==> src/rtl/multi_cycle_ctrl_if.sv <==
// Control/status bundle between the multi-cycle MIPS controller and its datapath.
interface multi_cycle_ctrl_if;
  logic [5:0] OPcode;
  logic [5:0] Fun;
  logic       zero;
  logic       mem_ready;
  logic       PCWrite;
  logic       PCWriteCond;
  logic       IorD;
  logic       MemRead;
  logic       MemWrite;
  logic       IRWrite;
  logic       MemtoReg;
  logic       RegDst;
  logic       RegWrite;
  logic       ALUSrcA;
  logic [1:0] ALUSrc_B;
  logic [1:0] PCSource;
  logic [2:0] ALU_Control;
  logic [3:0] state_out;
  logic       inst_done;
  logic       err;

  // Controller side: decodes instruction fields, drives the datapath controls.
  modport master (
    input  OPcode, Fun, zero, mem_ready,
    output PCWrite, PCWriteCond, IorD, MemRead, MemWrite, IRWrite, MemtoReg,
           RegDst, RegWrite, ALUSrcA, ALUSrc_B, PCSource, ALU_Control,
           state_out, inst_done, err
  );

  // Datapath side: supplies instruction fields and status, consumes controls.
  modport slave (
    output OPcode, Fun, zero, mem_ready,
    input  PCWrite, PCWriteCond, IorD, MemRead, MemWrite, IRWrite, MemtoReg,
           RegDst, RegWrite, ALUSrcA, ALUSrc_B, PCSource, ALU_Control,
           state_out, inst_done, err
  );
endinterface

==> src/rtl/multi_cycle_ctrl.sv <==
// Multi-cycle MIPS control FSM: sequences IF/ID/EX/MEM/WB over a shared datapath,
// stalls on mem_ready and parks in a sticky ERR state on illegal opcodes or memory timeouts.
module multi_cycle_ctrl #(
  parameter int unsigned MEM_TIMEOUT = 15
) (
  input  logic               clk,
  input  logic               rst,
  multi_cycle_ctrl_if.master bus
);

  localparam int unsigned CNT_W = 8;

  typedef enum logic [3:0] {
    S_IF   = 4'd0,
    S_ID   = 4'd1,
    S_MADR = 4'd2,
    S_MRD  = 4'd3,
    S_LWWB = 4'd4,
    S_MWR  = 4'd5,
    S_REX  = 4'd6,
    S_RWB  = 4'd7,
    S_BEQ  = 4'd8,
    S_J    = 4'd9,
    S_IEX  = 4'd10,
    S_IWB  = 4'd11,
    S_ERR  = 4'd15
  } state_e;

  localparam logic [2:0] ALU_AND = 3'b000;
  localparam logic [2:0] ALU_OR  = 3'b001;
  localparam logic [2:0] ALU_ADD = 3'b010;
  localparam logic [2:0] ALU_NOR = 3'b100;
  localparam logic [2:0] ALU_SUB = 3'b110;
  localparam logic [2:0] ALU_SLT = 3'b111;

  localparam logic [CNT_W-1:0] TIMEOUT = CNT_W'(MEM_TIMEOUT);

  state_e           state_q, state_d;
  logic [CNT_W-1:0] cnt_q, cnt_d;
  logic             is_sw_q, is_sw_d;      // memory op chosen in ID: 1 = sw, 0 = lw
  logic [2:0]       imm_alu_q, imm_alu_d;  // I-type ALU op chosen in ID

  logic       pc_write_c, pc_write_cond_c, iord_c, mem_read_c, mem_write_c;
  logic       ir_write_c, mem_to_reg_c, reg_dst_c, reg_write_c, alu_src_a_c;
  logic [1:0] alu_src_b_c, pc_source_c;
  logic [2:0] alu_control_c;
  logic [3:0] state_out_c;
  logic       inst_done_c, err_c;

  // The zero flag is consumed by the datapath's PC-write gating, not by the FSM.
  logic unused_zero;
  assign unused_zero = bus.zero;

  // State, wait counter and decode latches.
  always_ff @(posedge clk) begin
    if (rst) begin
      state_q   <= S_IF;
      cnt_q     <= '0;
      is_sw_q   <= 1'b0;
      imm_alu_q <= ALU_ADD;
    end else begin
      state_q   <= state_d;
      cnt_q     <= cnt_d;
      is_sw_q   <= is_sw_d;
      imm_alu_q <= imm_alu_d;
    end
  end

  // Next state, wait counter and per-state control decode.
  always_comb begin
    state_d         = state_q;
    cnt_d           = '0;
    is_sw_d         = is_sw_q;
    imm_alu_d       = imm_alu_q;
    pc_write_c      = 1'b0;
    pc_write_cond_c = 1'b0;
    iord_c          = 1'b0;
    mem_read_c      = 1'b0;
    mem_write_c     = 1'b0;
    ir_write_c      = 1'b0;
    mem_to_reg_c    = 1'b0;
    reg_dst_c       = 1'b0;
    reg_write_c     = 1'b0;
    alu_src_a_c     = 1'b0;
    alu_src_b_c     = 2'b00;
    pc_source_c     = 2'b00;
    alu_control_c   = ALU_ADD;
    state_out_c     = 4'(state_q);
    inst_done_c     = 1'b0;
    err_c           = 1'b0;

    unique case (state_q)
      S_IF: begin
        mem_read_c  = 1'b1;
        alu_src_b_c = 2'b01;
        ir_write_c  = bus.mem_ready;
        pc_write_c  = bus.mem_ready;
        if (bus.mem_ready)        state_d = S_ID;
        else if (cnt_q == TIMEOUT) state_d = S_ERR;
        else                      cnt_d   = cnt_q + CNT_W'(1);
      end
      S_ID: begin
        alu_src_b_c = 2'b11;
        unique case (bus.OPcode)
          6'b000000: state_d = S_REX;
          6'b100011: begin state_d = S_MADR; is_sw_d = 1'b0; end
          6'b101011: begin state_d = S_MADR; is_sw_d = 1'b1; end
          6'b000100: state_d = S_BEQ;
          6'b000010: state_d = S_J;
          6'b001000: begin state_d = S_IEX; imm_alu_d = ALU_ADD; end
          6'b001010: begin state_d = S_IEX; imm_alu_d = ALU_SLT; end
          6'b001100: begin state_d = S_IEX; imm_alu_d = ALU_AND; end
          6'b001101: begin state_d = S_IEX; imm_alu_d = ALU_OR;  end
          default:   state_d = S_ERR;
        endcase
      end
      S_MADR: begin
        alu_src_a_c = 1'b1;
        alu_src_b_c = 2'b10;
        state_d     = is_sw_q ? S_MWR : S_MRD;
      end
      S_MRD: begin
        mem_read_c = 1'b1;
        iord_c     = 1'b1;
        if (bus.mem_ready)        state_d = S_LWWB;
        else if (cnt_q == TIMEOUT) state_d = S_ERR;
        else                      cnt_d   = cnt_q + CNT_W'(1);
      end
      S_LWWB: begin
        reg_write_c  = 1'b1;
        mem_to_reg_c = 1'b1;
        inst_done_c  = 1'b1;
        state_d      = S_IF;
      end
      S_MWR: begin
        mem_write_c = 1'b1;
        iord_c      = 1'b1;
        inst_done_c = bus.mem_ready;
        if (bus.mem_ready)        state_d = S_IF;
        else if (cnt_q == TIMEOUT) state_d = S_ERR;
        else                      cnt_d   = cnt_q + CNT_W'(1);
      end
      S_REX: begin
        alu_src_a_c = 1'b1;
        state_d     = S_RWB;
        unique case (bus.Fun)
          6'b100000: alu_control_c = ALU_ADD;
          6'b100010: alu_control_c = ALU_SUB;
          6'b100100: alu_control_c = ALU_AND;
          6'b100101: alu_control_c = ALU_OR;
          6'b101010: alu_control_c = ALU_SLT;
          6'b100111: alu_control_c = ALU_NOR;
          default:   state_d       = S_ERR;
        endcase
      end
      S_RWB: begin
        reg_write_c = 1'b1;
        reg_dst_c   = 1'b1;
        inst_done_c = 1'b1;
        state_d     = S_IF;
      end
      S_BEQ: begin
        alu_src_a_c     = 1'b1;
        alu_control_c   = ALU_SUB;
        pc_write_cond_c = 1'b1;
        pc_source_c     = 2'b01;
        inst_done_c     = 1'b1;
        state_d         = S_IF;
      end
      S_J: begin
        pc_write_c  = 1'b1;
        pc_source_c = 2'b10;
        inst_done_c = 1'b1;
        state_d     = S_IF;
      end
      S_IEX: begin
        alu_src_a_c   = 1'b1;
        alu_src_b_c   = 2'b10;
        alu_control_c = imm_alu_q;
        state_d       = S_IWB;
      end
      S_IWB: begin
        reg_write_c = 1'b1;
        inst_done_c = 1'b1;
        state_d     = S_IF;
      end
      S_ERR: begin
        alu_control_c = 3'b000;
        err_c         = 1'b1;
      end
      default: begin
        alu_control_c = 3'b000;
        state_d       = S_ERR;
      end
    endcase

    // Reset silences every control so an aborted instruction issues no write.
    if (rst) begin
      pc_write_c      = 1'b0;
      pc_write_cond_c = 1'b0;
      iord_c          = 1'b0;
      mem_read_c      = 1'b0;
      mem_write_c     = 1'b0;
      ir_write_c      = 1'b0;
      mem_to_reg_c    = 1'b0;
      reg_dst_c       = 1'b0;
      reg_write_c     = 1'b0;
      alu_src_a_c     = 1'b0;
      alu_src_b_c     = 2'b00;
      pc_source_c     = 2'b00;
      alu_control_c   = 3'b000;
      state_out_c     = 4'd0;
      inst_done_c     = 1'b0;
      err_c           = 1'b0;
    end
  end

  assign bus.PCWrite     = pc_write_c;
  assign bus.PCWriteCond = pc_write_cond_c;
  assign bus.IorD        = iord_c;
  assign bus.MemRead     = mem_read_c;
  assign bus.MemWrite    = mem_write_c;
  assign bus.IRWrite     = ir_write_c;
  assign bus.MemtoReg    = mem_to_reg_c;
  assign bus.RegDst      = reg_dst_c;
  assign bus.RegWrite    = reg_write_c;
  assign bus.ALUSrcA     = alu_src_a_c;
  assign bus.ALUSrc_B    = alu_src_b_c;
  assign bus.PCSource    = pc_source_c;
  assign bus.ALU_Control = alu_control_c;
  assign bus.state_out   = state_out_c;
  assign bus.inst_done   = inst_done_c;
  assign bus.err         = err_c;

endmodule

==> src/flat_wrapper.sv <==
// flat-port wrapper written by rule: the top's interface ports become plain ports
module multi_cycle_ctrl_flat 
#(
  parameter int unsigned MEM_TIMEOUT = 15
)
  (clk, rst, bus_OPcode, bus_Fun, bus_zero, bus_mem_ready, bus_PCWrite, bus_PCWriteCond, bus_IorD, bus_MemRead, bus_MemWrite, bus_IRWrite, bus_MemtoReg, bus_RegDst, bus_RegWrite, bus_ALUSrcA, bus_ALUSrc_B, bus_PCSource, bus_ALU_Control, bus_state_out, bus_inst_done, bus_err);
  multi_cycle_ctrl_if bus_i ();
  input  logic clk;
  input  logic rst;
  input wire logic [$bits(bus_i.OPcode)-1:0] bus_OPcode;
  input wire logic [$bits(bus_i.Fun)-1:0] bus_Fun;
  input wire logic [$bits(bus_i.zero)-1:0] bus_zero;
  input wire logic [$bits(bus_i.mem_ready)-1:0] bus_mem_ready;
  output wire logic [$bits(bus_i.PCWrite)-1:0] bus_PCWrite;
  output wire logic [$bits(bus_i.PCWriteCond)-1:0] bus_PCWriteCond;
  output wire logic [$bits(bus_i.IorD)-1:0] bus_IorD;
  output wire logic [$bits(bus_i.MemRead)-1:0] bus_MemRead;
  output wire logic [$bits(bus_i.MemWrite)-1:0] bus_MemWrite;
  output wire logic [$bits(bus_i.IRWrite)-1:0] bus_IRWrite;
  output wire logic [$bits(bus_i.MemtoReg)-1:0] bus_MemtoReg;
  output wire logic [$bits(bus_i.RegDst)-1:0] bus_RegDst;
  output wire logic [$bits(bus_i.RegWrite)-1:0] bus_RegWrite;
  output wire logic [$bits(bus_i.ALUSrcA)-1:0] bus_ALUSrcA;
  output wire logic [$bits(bus_i.ALUSrc_B)-1:0] bus_ALUSrc_B;
  output wire logic [$bits(bus_i.PCSource)-1:0] bus_PCSource;
  output wire logic [$bits(bus_i.ALU_Control)-1:0] bus_ALU_Control;
  output wire logic [$bits(bus_i.state_out)-1:0] bus_state_out;
  output wire logic [$bits(bus_i.inst_done)-1:0] bus_inst_done;
  output wire logic [$bits(bus_i.err)-1:0] bus_err;
  assign bus_i.OPcode = bus_OPcode;
  assign bus_i.Fun = bus_Fun;
  assign bus_i.zero = bus_zero;
  assign bus_i.mem_ready = bus_mem_ready;
  assign bus_PCWrite = bus_i.PCWrite;
  assign bus_PCWriteCond = bus_i.PCWriteCond;
  assign bus_IorD = bus_i.IorD;
  assign bus_MemRead = bus_i.MemRead;
  assign bus_MemWrite = bus_i.MemWrite;
  assign bus_IRWrite = bus_i.IRWrite;
  assign bus_MemtoReg = bus_i.MemtoReg;
  assign bus_RegDst = bus_i.RegDst;
  assign bus_RegWrite = bus_i.RegWrite;
  assign bus_ALUSrcA = bus_i.ALUSrcA;
  assign bus_ALUSrc_B = bus_i.ALUSrc_B;
  assign bus_PCSource = bus_i.PCSource;
  assign bus_ALU_Control = bus_i.ALU_Control;
  assign bus_state_out = bus_i.state_out;
  assign bus_inst_done = bus_i.inst_done;
  assign bus_err = bus_i.err;
  multi_cycle_ctrl #(.MEM_TIMEOUT(MEM_TIMEOUT)) u_core (.clk(clk), .rst(rst), .bus(bus_i));
endmodule
==> config.mk <==
export PLATFORM = sky130hd
export DESIGN_NAME = multi_cycle_ctrl_flat
export DESIGN_NICKNAME = d
export VERILOG_FILES = /design/src/rtl/multi_cycle_ctrl_if.sv /design/src/rtl/multi_cycle_ctrl.sv /design/src/flat_wrapper.sv
export SDC_FILE = /design/constraint.sdc
export NUM_CORES = 1
export LEC_CHECK = 0
export BUFFER_PORTS_ARGS = -buffer_cell sky130_fd_sc_hd__buf_2
export CAP_MARGIN = 5
export CELL_PAD_IN_SITES_DETAIL_PLACEMENT = 0
export CELL_PAD_IN_SITES_GLOBAL_PLACEMENT = 1
export CORE_ASPECT_RATIO = 1.75
export CORE_MARGIN = 5
export CORE_UTILIZATION = 38
export CTS_BUF_LIST = sky130_fd_sc_hd__clkbuf_4 sky130_fd_sc_hd__clkbuf_8
export DETAILED_ROUTE_END_ITERATION = 12
export GPL_ROUTABILITY_DRIVEN = 0
export PLACE_DENSITY = 0.87
export SLEW_MARGIN = 20
export SYNTH_ARGS = -nofsm -noshare
export SYNTH_HDL_FRONTEND = slang
export SYNTH_SLANG_ARGS = --single-unit
export TNS_END_PERCENT = 5
==> constraint.sdc <==
create_clock -name clk -period 1.65 [get_ports clk]
set_input_delay 0.2475 -clock clk [delete_from_list [all_inputs] [get_ports clk]]
set_output_delay 0.2475 -clock clk [all_outputs]
set_load 0.01 [all_outputs]
==> results.py <==
metrics = {
    "routing": {
        "detail_route.first_pass.iterations": 4,
        "vias_per_cell": 5.42,
        "drc": 0,
        "routed-via-count": 1511,
        "drt-total-wl_mm": 3.68,
        "drt_iter0_markers": 12,
        "drtAntennaViolNets": 0,
        "routedWlPerCell_um": 13.2,
    },
    "floorplanning": {
        "core_mm2": 0.00356,
        "start_util": 0.388,
        "dieHeight_um": 89.7,
        "fp.dieArea_mm2": 0.00498,
        "io_pins": 39,
        "die_w_um": 55.6,
        "rows": 29,
    },
    "logic_synthesis": {
        "ys_ff_latch": 16,
        "synth_edf_count": 0,
        "synth.distinct_cells": 52,
        "synth.avg_cell_area_um2": 7.58,
        "synthesis.area_mm2": 0.00138,
        "synthesis.nets": 199,
        "synth_cells": 182,
        "synth-async-reset-ratio": 0,
        "yosys_warnings": 0,
        "yosysSeqAreaShare": 0.232,
        "dominantRegCellSynth": "dfxtp_1",
    },
    "pwr": {
        "power_density_mw_per_mm2": 1440,
        "p_leak_nw": 0.791,
        "ir_drop_mv": 0.798,
    },
    "outcome": {
        "failed_checks": "setup timing",
        "status": "finished with violations",
    },
    "timing": {
        "hold_slack_ps": 344,
        "finalClockSkew_ps": 1.21,
        "setup_viol": 2,
        "maxSlewViolCount": 0,
        "setup_ws_ps": -30.8,
        "max_freq_mhz": 595,
        "tns_ps": -49.2,
        "rsz0062_at_grt": "true",
        "min_period_ps": 1680,
        "worst_pin_slew_ps": 446,
        "period_share": 1.02,
        "hold_viol": 0,
        "slew_headroom": 0.699,
    },
    "setup_path": {
        "cp.required_ps": 1400,
        "cp-start-kind": "register",
        "crit_arrival_ps": 1430,
        "crit_type": "register to primary output",
        "crit_path_end_kind": "primary output",
        "crit_fanout": 11,
    },
    "place": {
        "dp.cells": 272,
        "dp_hpwl_mm": 2.78,
        "place_worst_setup_slack_ps": -12.4,
        "port_buffers": 37,
    },
    "clock_tree": {
        "cts_sinks": 16,
        "clkSlewWorstSetupHoldPaths_ps": 60,
        "clkLatencyLatePin_ps": 250,
        "htree_levels": 1,
        "cts_buffers": 3,
        "cts_tree": "done",
        "cts.path.max_buffers": 2,
        "cts-root-buf": "clkbuf_8",
    },
    "global_route": {
        "grt_overflow_total": 0,
        "antenna_found_initial": 0,
        "grt_first_pass_wirelength_mm": 6.35,
        "grt_start_max_net_pins": 19,
        "grt_pass1_vias": 1447,
        "grt_util_all_layers": 0.149,
    },
    "layout": {
        "fillers": 389,
        "stdcell_count": 279,
        "final_net_count": 251,
        "final_common_cell": "buf_2",
        "final_util": 0.532,
        "final_cell_mix": "buf_2 (36), nor2_1 (26), buf_4 (17)",
        "areaGrowthSynthToFinish_pct": 37.1,
        "antennaDiodeCount": 0,
        "drive_gt1_frac": 0.403,
    },
    "run": {
        "drv_cap": 0,
    },
    "worst_hold_path": {
        "hold_path_class": "input pin to register",
    },
}
worst paths after layout:
kind,from,depth (start not counted),end,slack [ps]
setup / recovery,u_core.state_q[0],5,bus_PCWrite,-30
hold reg to reg,u_core.cnt_q[0],1,u_core.cnt_q[0],450
hold / removal,bus_OPcode[1],3,u_core.imm_alu_q[2],340
setup reg to reg,u_core.state_q[2],7,u_core.state_q[3],10
power breakdown:
| group | leakage (nW) | internal (mW) | switching (mW) |
|---|---|---|---|
| sequential | 0.133 | 0.475 | 0.101 |
| combinational | 0.629 | 0.885 | 0.921 |
| clock | 0.0288 | 0.212 | 0.132 |
cell type report:
cell class	instances	area, µm²	share of cell area
multi-input cells	148	1020	0.538
repair buffers	60	399	0.211
well taps	46	57.6	0.0304
flip-flops and latches	16	335	0.177
clock buffers	4	55.1	0.0291
inverters	5	26.3	0.0139
cells by family (layout without fill, tap and decap cells):
family          count (synthesis)  after routing  share of synthesized area
compound gates                 49             49                      0.249
fa+ha+maj                       1              1                    0.00906
xor+xnor                        8              8                     0.0508
mux                             1              1                    0.00725
buf+inv                        18             69                     0.0897
flops                          16             16                      0.232
simple gates                   89             89                      0.362
synth_stat cells (5+ instances only):
| master | n | area [µm²] |
|---|---|---|
| dfxtp_1 | 16 | 320 |
| a21oi_1 | 9 | 45.0 |
| nor2b_1 | 8 | 50.1 |
| nor3_1 | 8 | 40.0 |
| clkbuf_1 | 5 | 18.8 |
| nor4_1 | 6 | 37.5 |
| nand2_1 | 9 | 33.8 |
| nor2_1 | 28 | 105 |
| and3_1 | 8 | 50.1 |
| o21ai_0 | 15 | 75.1 |
sequential cells by signal (all words and copies together) (netlist names):
| register | cells |
|---|---|
| u_core.cnt_q | 8 |
| u_core.imm_alu_q | 3 |
| u_core.is_sw_q | 1 |
| u_core.state_q | 4 |
worst max-delay path, stage by stage, from the launching register on:
cell and delay, ps:
dfxtp_4 380, buf_8 150, nor2_1 80, and4_1 220, or2_4 230, buf_6 120
metal layers:
layer,wire (µm),GRT usage,vias up
li1,-,-,765
met1,1400,0.168,707
met2,2090,0.284,35
met3,141,0.0158,4
met4,46,0.0487,0
met5,0,0,-
stage by stage:
step | area [µm²] | power, mW
after global routing | 1890 | 2.93
after CTS | 1820 | 2.61
final | 1890 | 2.73
after floorplan | 1380 | 1.53
after detailed placement | 1670 | 2.02
after global placement | 1670 | 2.02
what timing repair did:
action | in CTS | in global routing
setup buffers | 1 | 2
endpoints found under the setup margin | 21 | 23
hold buffers | 0 | 0
gates resized for setup | 27 | 15
pin swaps | 4 | 8
Note: power is estimated with default switching activity, not from simulation.
